`src/rtl/mem_arb_pkg.sv`:
```
// Shared types and constants for the two-client memory arbiter.
package mem_arb_pkg;

    localparam int DEF_ADDR_W  = 5;
    localparam int DEF_DATA_W  = 8;
    localparam int NUM_CLIENTS = 2;

    typedef enum logic [1:0] {
        IDLE  = 2'd0,
        WRITE = 2'd1,
        READ  = 2'd2,
        ACK   = 2'd3
    } arb_state_t;

endpackage

```
`src/rtl/rr_pick2.sv`:
```
// Two-way round-robin pick: with both requests pending, the client not served last wins.
module rr_pick2
    import mem_arb_pkg::*;
(
    input  logic [NUM_CLIENTS-1:0] req,
    input  logic                   last,
    output logic                   valid,
    output logic                   idx
);

    always_comb begin
        valid = |req;
        if (req == 2'b11) begin
            idx = ~last;
        end else begin
            idx = req[1] & ~req[0];
        end
    end

endmodule

```
`src/rtl/mem_arbiter.sv`:
```
// Serialises single-word read/write transactions from two clients onto one memory port.
module mem_arbiter
    import mem_arb_pkg::*;
#(
    parameter int ADDR_W = DEF_ADDR_W,
    parameter int DATA_W = DEF_DATA_W,
    parameter int RD_LAT = 1
) (
    input  logic                               clk,
    input  logic                               rst_n,
    input  logic [NUM_CLIENTS-1:0]             req,
    input  logic [NUM_CLIENTS-1:0]             we,
    input  logic [NUM_CLIENTS-1:0][ADDR_W-1:0] addr,
    input  logic [NUM_CLIENTS-1:0][DATA_W-1:0] wdata,
    output logic [NUM_CLIENTS-1:0]             ack,
    output logic [DATA_W-1:0]                  rdata,
    output logic [ADDR_W-1:0]                  mem_addr,
    output logic [DATA_W-1:0]                  mem_data_in,
    input  logic [DATA_W-1:0]                  mem_data_out,
    output logic                               mem_read,
    output logic                               mem_write,
    output logic                               busy
);

    localparam logic [3:0] LAT_INIT = 4'(RD_LAT - 1);

    arb_state_t state, state_next;
    logic       last_served;
    logic       gnt_idx;
    logic [3:0] rd_cnt;
    logic       pick_valid;
    logic       pick_idx;

    rr_pick2 u_pick (
        .req   (req),
        .last  (last_served),
        .valid (pick_valid),
        .idx   (pick_idx)
    );

    // Client fields are captured only at grant, so later input changes cannot disturb a running access.
    always_ff @(posedge clk or negedge rst_n) begin
        if (!rst_n) begin
            state       <= IDLE;
            last_served <= 1'b1;
            gnt_idx     <= 1'b0;
            rd_cnt      <= 4'd0;
            mem_addr    <= '0;
            mem_data_in <= '0;
            rdata       <= '0;
        end else begin
            state <= state_next;
            case (state)
                IDLE: begin
                    if (pick_valid) begin
                        gnt_idx     <= pick_idx;
                        last_served <= pick_idx;
                        mem_addr    <= addr[pick_idx];
                        mem_data_in <= wdata[pick_idx];
                        rd_cnt      <= LAT_INIT;
                    end
                end
                READ: begin
                    if (rd_cnt == 4'd0) begin
                        rdata <= mem_data_out;
                    end else begin
                        rd_cnt <= rd_cnt - 4'd1;
                    end
                end
                default: begin
                end
            endcase
        end
    end

    always_comb begin
        state_next = state;
        mem_read   = 1'b0;
        mem_write  = 1'b0;
        ack        = '0;
        busy       = (state != IDLE);
        case (state)
            IDLE: begin
                if (pick_valid) begin
                    state_next = we[pick_idx] ? WRITE : READ;
                end
            end
            WRITE: begin
                mem_write  = 1'b1;
                state_next = ACK;
            end
            READ: begin
                mem_read = 1'b1;
                if (rd_cnt == 4'd0) begin
                    state_next = ACK;
                end
            end
            ACK: begin
                ack[gnt_idx] = 1'b1;
                state_next   = IDLE;
            end
            default: begin
                state_next = IDLE;
            end
        endcase
    end

endmodule

```
`config.mk`:
```
export PLATFORM = sky130hd
export DESIGN_NAME = mem_arbiter
export DESIGN_NICKNAME = d
export VERILOG_FILES = /design/src/rtl/mem_arb_pkg.sv /design/src/rtl/rr_pick2.sv /design/src/rtl/mem_arbiter.sv
export SDC_FILE = /design/constraint.sdc
export NUM_CORES = 1
export LEC_CHECK = 0
export CORE_AREA = 2 2 56 98
export CTS_CLUSTER_SIZE = 20
export DETAILED_ROUTE_END_ITERATION = 6
export DIE_AREA = 0 0 58 100
export PLACE_DENSITY = 0.64
export SETUP_SLACK_MARGIN = 0.3
export SYNTH_ARGS = -nofsm -noshare
export SYNTH_HDL_FRONTEND = slang
export SYNTH_SLANG_ARGS = --single-unit
```
`constraint.sdc`:
```
create_clock -name clk -period 4.4 [get_ports clk]
set_input_delay 0.44 -clock clk [delete_from_list [all_inputs] [get_ports clk]]
set_output_delay 0.44 -clock clk [all_outputs]
set_load 0.01 [all_outputs]
```
==> results of run 1 <==
## synthesized netlist by cell type (3+ instances only)
cell type   n  share of area (%)
buf_2       3                1.0
nand2_1    16                4.1
inv_1       6                1.5
mux2i_1    15                 10
o21ai_0    13                4.4
dfrtp_1    28                 48
nor2b_1     3                1.3
ha_1        7                6.0
mux2_2      8                6.2
## worst paths after layout
check | start | endpoint | slack [ps] | cells past startpoint
min in group asynchronous | rst_n | mem_data_in[7] | 550 | 2
min | mem_data_in[4] | mem_data_in[4] | 480 | 2
min reg2reg | mem_data_in[4] | mem_data_in[4] | 480 | 2
max | state[0] | mem_read | 2140 | 3
max in group asynchronous | rst_n | last_served | 3530 | 2
max reg2reg | state[0] | rdata[6] | 2320 | 4
## per-stage QoR
stage	power (mW)	cell area, µm²
5_1_grt	1.58	2250
3_5_place_dp	1.26	2160
6_report	1.46	2250
3_3_place_gp	1.24	2160
2_1_floorplan	0.907	1460
4_1_cts	1.48	2250
## worst max-delay path, delay by kind of cell, from the launching register on
| family | cells | cell delay [ps] |
|---|---|---|
| buffers and inverters | 2 | 730 |
| DFF | 1 | 410 |
| adders and majority gates | 1 | 400 |
## where the power goes
group	internal (mW)	switching, mW
combinational	0.427	0.331
sequential	0.403	0.0820
clock	0.109	0.108
total	0.939	0.520
## area by class of cell
type                            count  area [µm²]
Tap cell                           55        68.8
Fill cell                         503        2830
Timing Repair Buffer               66         658
Inverter                            6        22.5
Clock inverter                      3        17.5
Multi-Input combinational cell     90         683
Clock buffer                        5        68.8
Sequential cell                    29         727
## layer usage
layer,up-vias,wire length [µm],track usage [%]
met1,571,1360,13.7
met4,0,76,6.44
met5,-,0,0
li1,592,-,-
met2,31,2010,23.3
met3,6,155,2.96
## sequential cells by signal, summed over array words and instances (netlist names)
| signal | count |
|---|---|
| state | 2 |
| rd_cnt | 4 |
| gnt_idx | 1 |
| last_served | 1 |
| mem_data_in | 8 |
| rdata | 8 |
| mem_addr | 5 |
## cells by family (layout without fill, tap and decap cells)
family / after synthesis / after routing / share of synthesized area (%)
compound gates: 29 / 29 / 13.1
fa+ha+maj: 7 / 7 / 5.99
mux: 23 / 23 / 16.4
flops: 29 / 29 / 49.7
buf+inv: 12 / 80 / 3.85
simple gates: 31 / 31 / 10.9
==> metrics, run 1 <==
Die Wd 58 µm; Max Clk Rate 0.442 GHz; Slew @ Worst Pin 912 ps; Final HPWL DP 2740 µm; Post-Route WL 3610 µm; Worst Path Required 3960 ps; core region area 0.00508 mm²; Synth Warn # 0; Post-synth EDFFs 0; CTS Sinks 29; ANT nets after route 0; Post-synth top flop dfrtp_1; Worst-path clk slew 60 ps; H-tree depth 2; Crit Path Class reg -> out; largest fanout on the critical path 12; Critical Path Max Stage Delay 610 ps; die area 0.00580 mm²; final slew viol count 0; DR WL/cell 14.2 µm; Final period util 51.4%; layout cells sized above 1 11.1%; Critical-path top delay cell clkdlybuf4s50_1; CTS tree done; post-placement cell count 246; Final nets 245; Inserted Clock Buffers 5; Resized cells post-CTS 0; Clock Latency Late Sink 280 ps; first-pass GRT wire length 5660 µm; Initial DRC Count 16; TritonRoute pass-1 iters 3; total track usage 12.9%; synthesized area 0.00146 mm²; largest net degree at the start of global routing 30; Peak VDD IR 316 µV; initial antenna violation count 0; Mapped Cells 131; status completed; max capacitance violation total 0; minimum clock period 2260 ps; ANT cells 0; slew margin rel. 39.2%; Hold Path Class reg -> reg; RSZ-0062 raised after global routing no; commonest non-fill, non-tap cell in the layout clkdlybuf4s50_1; Vias per Instance 4.72; number of port buffers 65; Synthesized Nets 178; non-filler cells, final 254; CP cell instances inv_1 -> ha_1 -> clkdlybuf4s50_1; CTS Root Cell clkbuf_8; total congestion overflow 0; Placement Setup Slack 2230 ps; #FFs+latches synth 29; Synth async-reset ratio 100%; vias in the first global route 1184; mean area per synthesized cell 11.2 µm²; final setup margin 2140 ps; Final Hold Fails 0; # DRC 0; GPL Wtd Cong 0.707; commonest non-fill, non-tap cells in the layout clkdlybuf4s50_1 (65), dfrtp_1 (28), nand2_1 (16), mux2i_1 (15), o21ai_0 (13); CTS Buffer Depth 2; Post-CTS Setup Repair Bufs 0; Area Overhead vs Synth 53.5%; Starting Density 28.8%; CP endpoint kind output pin; Site Rows 35; total negative slack 0 ps; Startpoint Class register; final hold slack 480 ps; worst clock skew 7.59 ps; Cell Pwr Density 650 mW/mm²; Unique masters post-synth 34; Setup violations, final 0; P_leak 0.969 nW; Worst EP arrival 1820 ps; Post-Route Utilization 44.2%; sequential area share after synthesis 49.7%; via count 1200; io pins 66; Hold Buf Count CTS 0; chip height 100 µm
Note: power is estimated with default switching activity, not from simulation.
==> run 2, diff against run 1 <==
==> constraint.sdc (replaced) <==
create_clock -name clk -period 2.16 [get_ports clk]
set_input_delay 0.216 -clock clk [delete_from_list [all_inputs] [get_ports clk]]
set_output_delay 0.216 -clock clk [all_outputs]
set_load 0.01 [all_outputs]
==> run 2 against run 1 <==
  * Non-clock buffer count grew 5
  * Setup slack lost 1700 ps
  * Count of clock-buffer cells in the layout grew 2
  * Clock power grew 130%
  * Sequential share of layout area shrank 1.2 points
  * Critical path depth is the same
==> metrics, run 2 (synthesized netlist as in run 1, its figures left out) <==
total track usage 12.8% (was 12.9%); number of port buffers 65 (unchanged); Final nets 250 (was 245); Starting Density 28.8% (unchanged); Crit Path Class reg -> out (unchanged); max capacitance violation total 0 (unchanged); H-tree depth 2 (unchanged); total negative slack 0 ps (unchanged); Slew @ Worst Pin 399 ps (was 912 ps); Vias per Instance 4.69 (was 4.72); layout cells sized above 1 15.7% (was 11.1%); CTS Buffer Depth 2 (unchanged); Initial DRC Count 26 (was 16); Worst Path Required 1940 ps (was 3960 ps); commonest non-fill, non-tap cells in the layout clkdlybuf4s50_1 (65), dfrtp_1 (27), nand2_1 (16), mux2i_1 (15), o21ai_0 (13) (was clkdlybuf4s50_1 (65), dfrtp_1 (28), nand2_1 (16), mux2i_1 (15), o21ai_0 (13)); Peak VDD IR 616 µV (was 316 µV); CTS tree done (unchanged); minimum clock period 1760 ps; Worst-path clk slew 60 ps (about the same); chip height 100 µm (unchanged); top flop regs mem_data_in x8, rdata x8, mem_addr x5 (unchanged); met1 Use GR 13.0% (was 13.7%); vias in the first global route 1274 (was 1184); Worst EP arrival 1540 ps (was 1820 ps); Inserted Clock Buffers 5 (unchanged); Final period util 81.5%; Setup violations, final 0 (unchanged); # DRC 0 (unchanged); ANT nets after route 0 (unchanged); CTS Sinks 29 (unchanged); commonest non-fill, non-tap cell in the layout clkdlybuf4s50_1 (unchanged); DR WL/cell 13.3 µm (was 14.2 µm); first-pass GRT wire length 5700 µm (was 5660 µm); met3 Track Usage GR 2.96% (unchanged); slew margin rel. 73.4% (was 39.2%); core region area 0.00508 mm² (unchanged); CP endpoint kind output pin (unchanged); RSZ-0062 raised after global routing no (unchanged); worst clock skew 5.36 ps (was 7.59 ps); Post-Route Utilization 46.0% (was 44.2%); Area Overhead vs Synth 59.8% (was 53.5%); largest net degree at the start of global routing 30 (unchanged); Hold Buf Count CTS 0 (unchanged); Final Hold Fails 0 (unchanged); status completed (unchanged); GR peak layer met2 (unchanged); Site Rows 35 (unchanged); io pins 66 (unchanged); GR Util met2 22.9% (was 23.3%); Max Clk Rate 0.568 GHz; via count 1216 (was 1200); total congestion overflow 0 (unchanged); Post-Route WL 3450 µm (was 3610 µm); initial antenna violation count 0 (unchanged); CTS Root Cell clkbuf_8 (unchanged); fillers 467 (was 503); Critical R2R Launch rd_cnt[1] (was state[0]); Die Wd 58 µm (unchanged); largest fanout on the critical path 6 (was 12); TritonRoute pass-1 iters 3 (unchanged); Hold Path Class in -> async (was reg -> reg); ANT cells 0 (unchanged); die area 0.00580 mm² (unchanged); Cell Pwr Density 1340 mW/mm² (was 650 mW/mm²); Startpoint Class register (unchanged); Crit. Startpoint state[0] (unchanged); Final HPWL DP 2670 µm (was 2740 µm); P_leak 1.00 nW (was 0.969 nW); GPL Wtd Cong 0.863 (was 0.707); Post-CTS Setup Repair Bufs 0 (unchanged); final slew viol count 0 (unchanged); Clock Latency Late Sink 280 ps (about the same)
==> run 2: critical path, stage by stage, from the launching register on <==
cell             delay [ps]
dfrtp_1                 400
inv_2                   140
ha_4                    190
clkdlybuf4s50_1         540
==> run 2: layout make-up <==
cell class / instances / area, µm² / area share [%]
timing repair buffer: 71 / 708 / 30.3
clock inverter: 1 / 5.00 / 0.214
sequential: 29 / 728 / 31.2
inverter: 6 / 22.5 / 0.964
multi-input combinational: 90 / 708 / 30.3
tap: 55 / 68.8 / 2.94
clock buffer: 7 / 96.3 / 4.12
==> run 2: path summary, 6_finish.rpt <==
| path | cells after the start | end | slack, ps |
|---|---|---|---|
| min | 2 | mem_data_in[7] | 330 |
| max | 3 | mem_read | 400 |
| min in group clk | 2 | mem_data_in[1] | 480 |
| min reg2reg | 2 | mem_data_in[1] | 480 |
| max in group asynchronous | 2 | last_served | 1500 |
| max reg2reg | 5 | state[1] | 470 |
==> run 2: metal layers <==
| metal | part of all wire [%] | vias up |
|---|---|---|
| met5 | 0 | - |
| met4 | 2.8 | 0 |
| met3 | 5.3 | 8 |
| met1 | 37 | 566 |
| met2 | 55 | 33 |
| li1 | - | 609 |
==> run 2: stage by stage <==
| step | setup slack, ps | std cells | area, µm² | hold slack (ps) | power (mW) |
|---|---|---|---|---|---|
| final | 400 | 259 | 2340 | 332 | 3.13 |
| after global routing | 323 | 259 | 2340 | 370 | 3.39 |
| after CTS | 283 | 259 | 2320 | 345 | 3.13 |
| after detailed placement | 389 | 251 | 2210 | 470 | 2.61 |
| after global placement | 418 | 251 | 2210 | 462 | 2.58 |
| after floorplan | 563 | 131 | 1460 | -79.6 | 1.85 |
==> run 2: timing repair <==
item                                    in CTS  in global routing
endpoints found under the hold margin        0                  0
gates resized for setup                      2                  5
endpoints found under the setup margin       2                  2
gates cloned                                 0                  0
pin swaps                                    0                  0
==> run 2: where the power goes <==
part / switching (mW) / internal [mW] / leakage, nW
sequential: 0.162 / 0.823 / 0.351
combinational: 0.701 / 0.949 / 0.599
clock: 0.209 / 0.288 / 0.0542
